===== src/rtl/log_ram_writer_if.sv =====
// log_ram_writer_if
//   Groups the log-word stream and the Avalon-MM write port of the log RAM.
//   modport master : writer side (consumes the stream, masters the RAM port)
//   modport slave  : environment side (stream source + RAM slave)
//   Signals: in_data/in_valid/in_ready  - log word stream
//            ram_address/ram_chipselect/ram_write/ram_byteenable/ram_writedata
interface log_ram_writer_if #(
    parameter int ADDR_W = 14,
    parameter int DATA_W = 16
);
    logic [DATA_W-1:0] in_data;
    logic              in_valid;
    logic              in_ready;
    logic [ADDR_W-1:0] ram_address;
    logic              ram_chipselect;
    logic              ram_write;
    logic [1:0]        ram_byteenable;
    logic [DATA_W-1:0] ram_writedata;

    modport master (
        input  in_data, in_valid,
        output in_ready, ram_address, ram_chipselect, ram_write,
               ram_byteenable, ram_writedata
    );

    modport slave (
        output in_data, in_valid,
        input  in_ready, ram_address, ram_chipselect, ram_write,
               ram_byteenable, ram_writedata
    );
endinterface


===== src/rtl/log_ram_writer.sv =====
// log_ram_writer
//   Writes a valid/ready stream of 16-bit log words to consecutive addresses
//   of the on-chip log RAM, one-shot or circular.
//   Ports: clk, reset_n (sync, active low), arm/stop pulses, wrap_en,
//          bus (log_ram_writer_if.master: stream in, RAM write port out),
//          wr_ptr (next address), wrapped, busy (LOG), done (DONE).
//   Optional macro LOG_WRITER_TIMESTAMP_EN: each data word is followed by a
//   second RAM write holding a free-running 16-bit cycle count taken at the
//   accept.
//
//   state  | meaning
//   IDLE   | after reset, nothing captured
//   LOG    | capturing, in_ready high (except on a timestamp cycle)
//   DONE   | capture ended (stop or full one-shot), pointer held for readback
module log_ram_writer #(
    parameter int ADDR_W = 14,
    parameter int DATA_W = 16,
    parameter int DEPTH  = 16384
) (
    input  logic              clk,
    input  logic              reset_n,
    input  logic              arm,
    input  logic              stop,
    input  logic              wrap_en,
    log_ram_writer_if.master  bus,
    output logic [ADDR_W-1:0] wr_ptr,
    output logic              wrapped,
    output logic              busy,
    output logic              done
);
    typedef enum logic [1:0] {S_IDLE, S_LOG, S_DONE} state_t;

    state_t            state_q;
    logic              wrap_mode_q;
    logic              wrapped_q;
    logic [ADDR_W-1:0] wr_ptr_q;
    logic [ADDR_W-1:0] ram_addr_q;
    logic [DATA_W-1:0] ram_data_q;
    logic              ram_cs_q;
    logic              accept;
    logic              last_word;

`ifdef LOG_WRITER_TIMESTAMP_EN
    logic [15:0] ts_cnt_q;
    logic [15:0] ts_val_q;
    logic        ts_pend_q;
    logic        stop_pend_q;

    assign bus.in_ready = (state_q == S_LOG) && !ts_pend_q;
`else
    assign bus.in_ready = (state_q == S_LOG);
`endif

    assign accept    = bus.in_valid & bus.in_ready;
    assign last_word = (wr_ptr_q == ADDR_W'(DEPTH - 1));

    always_ff @(posedge clk) begin
        if (!reset_n) begin
            state_q     <= S_IDLE;
            wrap_mode_q <= 1'b0;
            wrapped_q   <= 1'b0;
            wr_ptr_q    <= '0;
            ram_addr_q  <= '0;
            ram_data_q  <= '0;
            ram_cs_q    <= 1'b0;
`ifdef LOG_WRITER_TIMESTAMP_EN
            ts_cnt_q    <= '0;
            ts_val_q    <= '0;
            ts_pend_q   <= 1'b0;
            stop_pend_q <= 1'b0;
`endif
        end else begin
            ram_cs_q <= 1'b0;
`ifdef LOG_WRITER_TIMESTAMP_EN
            ts_cnt_q <= ts_cnt_q + 16'd1;
`endif
            case (state_q)
                S_LOG: begin
                    if (arm) begin
                        // restart; a word offered this cycle is dropped
                        wr_ptr_q    <= '0;
                        wrapped_q   <= 1'b0;
                        wrap_mode_q <= wrap_en;
`ifdef LOG_WRITER_TIMESTAMP_EN
                        ts_pend_q   <= 1'b0;
                        stop_pend_q <= 1'b0;
                    end else if (ts_pend_q) begin
                        // second half of an entry: the wrap/full check lives here
                        ram_cs_q    <= 1'b1;
                        ram_addr_q  <= wr_ptr_q;
                        ram_data_q  <= ts_val_q;
                        wr_ptr_q    <= wr_ptr_q + ADDR_W'(1);
                        ts_pend_q   <= 1'b0;
                        stop_pend_q <= 1'b0;
                        if (last_word && !wrap_mode_q) begin
                            state_q <= S_DONE;
                        end else begin
                            if (last_word) wrapped_q <= 1'b1;
                            if (stop || stop_pend_q) state_q <= S_DONE;
                        end
                    end else if (accept) begin
                        ram_cs_q    <= 1'b1;
                        ram_addr_q  <= wr_ptr_q;
                        ram_data_q  <= bus.in_data;
                        wr_ptr_q    <= wr_ptr_q + ADDR_W'(1);
                        ts_pend_q   <= 1'b1;
                        ts_val_q    <= ts_cnt_q;
                        // a stop with the data word still lets its timestamp go out
                        stop_pend_q <= stop;
`else
                    end else if (accept) begin
                        ram_cs_q   <= 1'b1;
                        ram_addr_q <= wr_ptr_q;
                        ram_data_q <= bus.in_data;
                        wr_ptr_q   <= wr_ptr_q + ADDR_W'(1);
                        if (last_word) begin
                            if (wrap_mode_q) wrapped_q <= 1'b1;
                            else             state_q   <= S_DONE;
                        end
                        if (stop) state_q <= S_DONE;
`endif
                    end else if (stop) begin
                        state_q <= S_DONE;
                    end
                end
                default: begin
                    if (arm) begin
                        state_q     <= S_LOG;
                        wr_ptr_q    <= '0;
                        wrapped_q   <= 1'b0;
                        wrap_mode_q <= wrap_en;
                    end
                end
            endcase
        end
    end

    assign bus.ram_address    = ram_addr_q;
    assign bus.ram_writedata  = ram_data_q;
    assign bus.ram_chipselect = ram_cs_q;
    assign bus.ram_write      = ram_cs_q;
    assign bus.ram_byteenable = {2{ram_cs_q}};

    assign wr_ptr  = wr_ptr_q;
    assign wrapped = wrapped_q;
    assign busy    = (state_q == S_LOG);
    assign done    = (state_q == S_DONE);
endmodule


===== src/flat_wrapper.sv =====
// flat-port wrapper written by rule: the top's interface ports become plain ports
module log_ram_writer_flat 
#(
    parameter int ADDR_W = 14,
    parameter int DATA_W = 16,
    parameter int DEPTH  = 16384
)
  (clk, reset_n, arm, stop, wrap_en, wr_ptr, wrapped, busy, done, bus_in_data, bus_in_valid, bus_in_ready, bus_ram_address, bus_ram_chipselect, bus_ram_write, bus_ram_byteenable, bus_ram_writedata);
  log_ram_writer_if #(.ADDR_W(ADDR_W), .DATA_W(DATA_W)) bus_i ();
  input  logic clk;
  input  logic reset_n;
  input  logic arm;
  input  logic stop;
  input  logic wrap_en;
  output logic [ADDR_W-1:0] wr_ptr;
  output logic wrapped;
  output logic busy;
  output logic done;
  input wire logic [$bits(bus_i.in_data)-1:0] bus_in_data;
  input wire logic [$bits(bus_i.in_valid)-1:0] bus_in_valid;
  output wire logic [$bits(bus_i.in_ready)-1:0] bus_in_ready;
  output wire logic [$bits(bus_i.ram_address)-1:0] bus_ram_address;
  output wire logic [$bits(bus_i.ram_chipselect)-1:0] bus_ram_chipselect;
  output wire logic [$bits(bus_i.ram_write)-1:0] bus_ram_write;
  output wire logic [$bits(bus_i.ram_byteenable)-1:0] bus_ram_byteenable;
  output wire logic [$bits(bus_i.ram_writedata)-1:0] bus_ram_writedata;
  assign bus_i.in_data = bus_in_data;
  assign bus_i.in_valid = bus_in_valid;
  assign bus_in_ready = bus_i.in_ready;
  assign bus_ram_address = bus_i.ram_address;
  assign bus_ram_chipselect = bus_i.ram_chipselect;
  assign bus_ram_write = bus_i.ram_write;
  assign bus_ram_byteenable = bus_i.ram_byteenable;
  assign bus_ram_writedata = bus_i.ram_writedata;
  log_ram_writer #(.ADDR_W(ADDR_W), .DATA_W(DATA_W), .DEPTH(DEPTH)) u_core (.clk(clk), .reset_n(reset_n), .arm(arm), .stop(stop), .wrap_en(wrap_en), .bus(bus_i), .wr_ptr(wr_ptr), .wrapped(wrapped), .busy(busy), .done(done));
endmodule

===== config.mk =====
export PLATFORM = sky130hd
export DESIGN_NAME = log_ram_writer_flat
export DESIGN_NICKNAME = d
export VERILOG_FILES = /design/src/rtl/log_ram_writer_if.sv /design/src/rtl/log_ram_writer.sv /design/src/flat_wrapper.sv
export SDC_FILE = /design/constraint.sdc
export NUM_CORES = 1
export LEC_CHECK = 0
export CORE_MARGIN = 3
export CORE_UTILIZATION = 47
export DETAILED_ROUTE_END_ITERATION = 8
export PLACE_DENSITY = 0.92
export REMOVE_ABC_BUFFERS = 1
export SYNTH_ARGS = -nofsm -noshare
export SYNTH_HDL_FRONTEND = slang
export SYNTH_SLANG_ARGS = --single-unit

===== constraint.sdc =====
create_clock -name clk -period 2.82 [get_ports clk]
set_clock_uncertainty 0.05 [all_clocks]
set_input_delay 0.423 -clock clk [delete_from_list [all_inputs] [get_ports clk]]
set_output_delay 0.423 -clock clk [all_outputs]
set_load 0.005 [all_outputs]

# Word level (Yosys, flattened, before mapping)
# Index checks and enable logic that the tools add are counted.
# word_totals
output_inout_bits	52
wordCells	47
in_bits	22
reg_bits	49
# classes
n_reduce_logical	11
mux	19
n_bitwise	4
n_eq_ne	5
n_addsub	1
# ops
operator	count
14-bit 2-to-1 mux	4
2-bit 2-to-1 mux	8
14-bit by 1-bit adder with 14-bit output, second input constant	1
14-bit == test, second input constant	1
2-bit nonzero test	4
1-bit 2-to-1 mux	7
3-bit nonzero test	2
5-bit AND reduction	1
4-bit AND reduction	1
3-bit inequality test, second input constant	1
1-bit inverter	3
3-bit AND reduction	1
3-bit OR reduction	1
2-bit by 1-bit == test with 1-bit output, second input constant	1
2-bit == test, second input constant	1
2-bit inequality test, second input constant	1
2-bit AND reduction	1
1-bit bitwise AND	1

# Logic depth before layout (Yosys ltp)
# depth
word_depth	6
ltp_mapped	5
ltp_nobuf	5

# Worst setup path after synthesis
# OpenSTA, ideal clock, no wires.
# synth_path
kind	reg2reg
from	register u_core.state_q[0]
to	register u_core.wr_ptr_q[13] (netlist: u_core.wr_ptr[13])
path_stages_with_launch	6
path_buffers	1
required_time_ns	2.700
setup_ns	0.070
synth_period_minus_slack_ns	1.772
arrival_ns	1.652
path_slack_ns	1.048
path_cell_list	dfxtp_1 nand3b_4 or4_1 buf_2 or3_1 a21oi_1
# synth_between
elab_chain_cells	4
word_cells_on_any_way	6
cone_classes	1 x eq/ne; 1 x mux; 1 x bitwise; 3 x reduce/logical
# synth_lines
element	line	text
start: declaration	log_ram_writer.sv:33	state_t state_q;
start signal: assignment	log_ram_writer.sv:59	state_q <= S_IDLE;
start signal: assignment	log_ram_writer.sv:118	else state_q <= S_DONE;
start signal: assignment	log_ram_writer.sv:120	if (stop) state_q <= S_DONE;
2-bit by 1-bit == test with 1-bit output *	log_ram_writer.sv:51, log_ram_writer.sv:77	
1-bit bitwise AND	log_ram_writer.sv:54	assign accept = bus.in_valid & bus.in_ready;
2-bit nonzero test (no line)	-	
2-bit AND reduction (no line)	-	
end signal: assignment	log_ram_writer.sv:115	wr_ptr_q <= wr_ptr_q + ADDR_W'(1);
end: declaration	log_ram_writer.sv:36	logic [ADDR_W-1:0] wr_ptr_q;
# Every way passes the cells marked *; elsewhere a longest branch is shown, timed or not.
# A chain may end at the register's enable or synchronous reset.

# Final worst setup path
# layout_path
from	input port bus_in_valid
to	register u_core.wr_ptr_q[13] (netlist: u_core.wr_ptr[13])
# layout_between
elab_chain_cells	3
# layout_lines
element	line	text
start: declaration	flat_wrapper.sv:20	input wire logic [$bits(bus_i.in_valid)-1:0] bus_in_valid;
1-bit bitwise AND	log_ram_writer.sv:54	
2-bit nonzero test (no line)	-	
2-bit AND reduction (no line)	-	
# No other way between the ends.

==> impl_metrics.tcl <==
set metrics [dict create \
    dp_hpwl_um 3339 \
    reg2reg_from "u_core.state_q[0]$_SDFFE_PN0P_" \
    busiest_layer "met2" \
    grt_overflow 0 \
    yosys_warnings 0 \
    antenna_left 0 \
    drt_iter0_drc 60 \
    drive_above_1_share 0.04333 \
    met1_usage 0.2336 \
    via_count 1796 \
    rr_worst_depth 4 \
    max_cap_violations 0 \
    hp-start "u_core.bus.ram_writedata[7]$_SDFFE_PN0P_" \
    setup_viol 0 \
    timing.final.crit_period_ps 2139 \
    cts_max_level 2 \
    io_pins 74 \
    cts_resized 0 \
    ys_seq_area_frac 0.4934 \
    r2r_setup_slack_ps 820 \
    grt_first_pass_wirelength_um 7672 \
    numCtsBuffers 5 \
    final_area_mm2 0.002824 \
    initial_core_util 0.4935 \
    outcome "finished, final reports clean" \
    peakVddDrop_v 0.0002235 \
    clock_latency_ps 290 \
    final_cell_mix "clkdlybuf4s50_1 (73), nand2_1 (65), dfxtp_1 (49)" \
    post-place-ws_ps 413.4 \
    relSlewSlack 0.6202 \
    cp_data_arrival_time_ps 2320 \
    placed_area_mm2 0.002738 \
    met3_usage 0.05114 \
    min_period_over_period 0.7585 \
    syn-cell-area_mm2 0.001988 \
    max_freq_ghz 0.4675 \
    groute.usage.overall 0.1877 \
    hold_path_class "register to register" \
    synthFlopType "dfxtp_1" \
    cts_tree "done" \
    holdPathEnd "u_core.bus.ram_writedata[7]$_SDFFE_PN0P_" \
    drv_slew 0 \
    clkPwrFrac 0.334 \
    p_seq_frac 0.583 \
    die_w_um 71.04 \
    root_buffer "clkbuf_8" \
    holdPathStages 2 \
    rows 23 \
    die_y_um 71.04 \
    ys_types 35 \
    syn_area_per_cell_um2 8.570 \
    nets 323 \
    ys_ff_latch 49 \
    grt_util_met2 0.3182 \
    r2r_end "u_core.wr_ptr[13]$_SDFFE_PN0P_" \
    start_kind "input pin" \
    syn_inst 232 \
    areaGrowthSynthToFinish_pct 42.04 \
    synth_largest_area_cell "dfxtp_1" \
    cts_buffer_depth 2 \
    dp.cells 343 \
    swShare 0.2137 \
    antenna_found_initial 0 \
    worstSetupPathType "input pin to register" \
    intPower_mw 0.9569 \
    ctsHoldBuffers 0 \
    path_clk_slew_ps 80 \
    gp_congestion 0.7913 \
    core_mm2 0.004029 \
    tightest_slew_ps 569.7 \
    final_common_cell "clkdlybuf4s50_1" \
    synth_edf_count 0 \
    setup_ws_ps 681.0 \
    p_per_area_mw_per_mm2 430.9 \
    wl_um 4686 \
    worstPathMaxFanout 8 \
    fin_util 0.7009 \
    numClockSinks 49 \
    hold_violations 0 \
    firstDrtPassIters 4 \
    port_buffers 73 \
    yosysTopAreaCellShare 0.4934 \
    end_kind "register" \
    post_drt_wl_per_cell_um 13.39 \
    switching_power_mw 0.2601 \
    leakage_nw 0.9676 \
    power_frac_comb 0.083 \
    post_cts_buffers 0 \
    fin_setup_tns_ps 0 \
    crit_chain "clkdlybuf4s50_1, nand3b_4, or4_1, or3_1, a21oi_1" \
    n_antenna_cell 0 \
    ys_async_sr_fraction 0 \
    crit_slowest_cell "or4_1" \
    grt_max_degree 31 \
    finalNonFillerCells 350 \
    drc 0 \
    worst_ep_required_time_ps 3000 \
    vias_per_cell 5.131 \
    grt_pass1_vias 1683 \
    rsz0062_at_grt "false" \
    dieArea_mm2 0.005047 \
    ys_top_cells_by_area "dfxtp_1 (49%), nand2_1 (12%), a21boi_0 (11%)" \
    slowest_delay_ps 640 \
]
-- critical path, delay by kind of cell --
family | cells | cell delay (ps)
compound gates | 1 | 160
simple gates | 3 | 1190
buf+inv | 1 | 550
-- power groups by stage --
stage / combinational [mW] / sequential, mW / clock, mW
floorplan: 0.0315 / 0.725 / 0
global placement: 0.0999 / 0.724 / 0
detailed placement: 0.102 / 0.725 / 0
CTS: 0.103 / 0.709 / 0.419
global route: 0.110 / 0.711 / 0.453
finish: 0.101 / 0.709 / 0.407
-- layer usage --
| metal | vias up | share of wire |
|---|---|---|
| li1 | 910 | - |
| met1 | 815 | 0.45 |
| met2 | 61 | 0.47 |
| met3 | 10 | 0.060 |
| met4 | 0 | 0.015 |
| met5 | - | 0 |
-- area by class of cell --
| cell class | count | area (µm²) |
|---|---|---|
| fill | 338 | 1205 |
| sequential | 49 | 980.9 |
| multi-input combinational | 165 | 925.9 |
| timing repair buffer | 77 | 760.7 |
| clock buffer | 7 | 86.33 |
| tap | 50 | 62.56 |
| inverter | 2 | 7.507 |
-- registers in the layout (all words and copies together), names as in the netlist --
signal / cells
u_core.wrap_mode_q: 1
u_core.wrapped: 1
u_core.bus.ram_writedata: 16
u_core.bus.ram_chipselect: 1
u_core.wr_ptr: 14
u_core.state_q: 2
u_core.bus.ram_address: 14
-- stage by stage --
step | total power [mW] | hold WS [ps]
floorplan | 0.7561 | 409.9
global placement | 0.8243 | 398.4
detailed placement | 0.8275 | 407.1
CTS | 1.231 | 418.4
global route | 1.273 | 443.3
finish | 1.217 | 413.5
-- cells by family after synthesis --
family / after synthesis / share of synthesized area
AND/OR/NAND/NOR: 109 / 0.2543
buffers and inverters: 18 / 0.04216
AO/OA/AOI/OAI: 46 / 0.1630
XOR/XNOR: 7 / 0.03084
flip-flops: 49 / 0.4934
multiplexers: 2 / 0.01007
adder cells (fa/ha/maj): 1 / 0.006292
-- synth_stat cells (all sizes together) (2+ instances only) --
master  instances
nand3b          2
nand2          65
mux2i           2
a31oi           2
nand3           5
dfxtp          49
xor2            4
clkbuf         11
nor3            3
nand4           3
or3             3
o21ai           5
nor2b           4
a21boi         30
and4            2
nor2           13
buf             5
inv             2
and3            2
a21oi           5
xnor2           3
-- how the worst max path moves through the flow --
stage                                    from                                endpoint  slack (ps)  depth (start not counted)
2_1_floorplan  u_core.state_q[0]$_SDFFE_PN0P_  u_core.bus.ram_address[0]$_SDFFE_PN0P_         940                          4
3_3_place_gp                     bus_in_valid          u_core.wr_ptr[13]$_SDFFE_PN0P_         470                          5
3_5_place_dp                     bus_in_valid          u_core.wr_ptr[13]$_SDFFE_PN0P_         410                          5
4_1_cts                          bus_in_valid          u_core.wr_ptr[13]$_SDFFE_PN0P_         690                          5
5_1_grt                          bus_in_valid          u_core.wr_ptr[13]$_SDFFE_PN0P_         650                          5
6_report                         bus_in_valid          u_core.wr_ptr[13]$_SDFFE_PN0P_         680                          5
(Power assumes the default switching activity.)
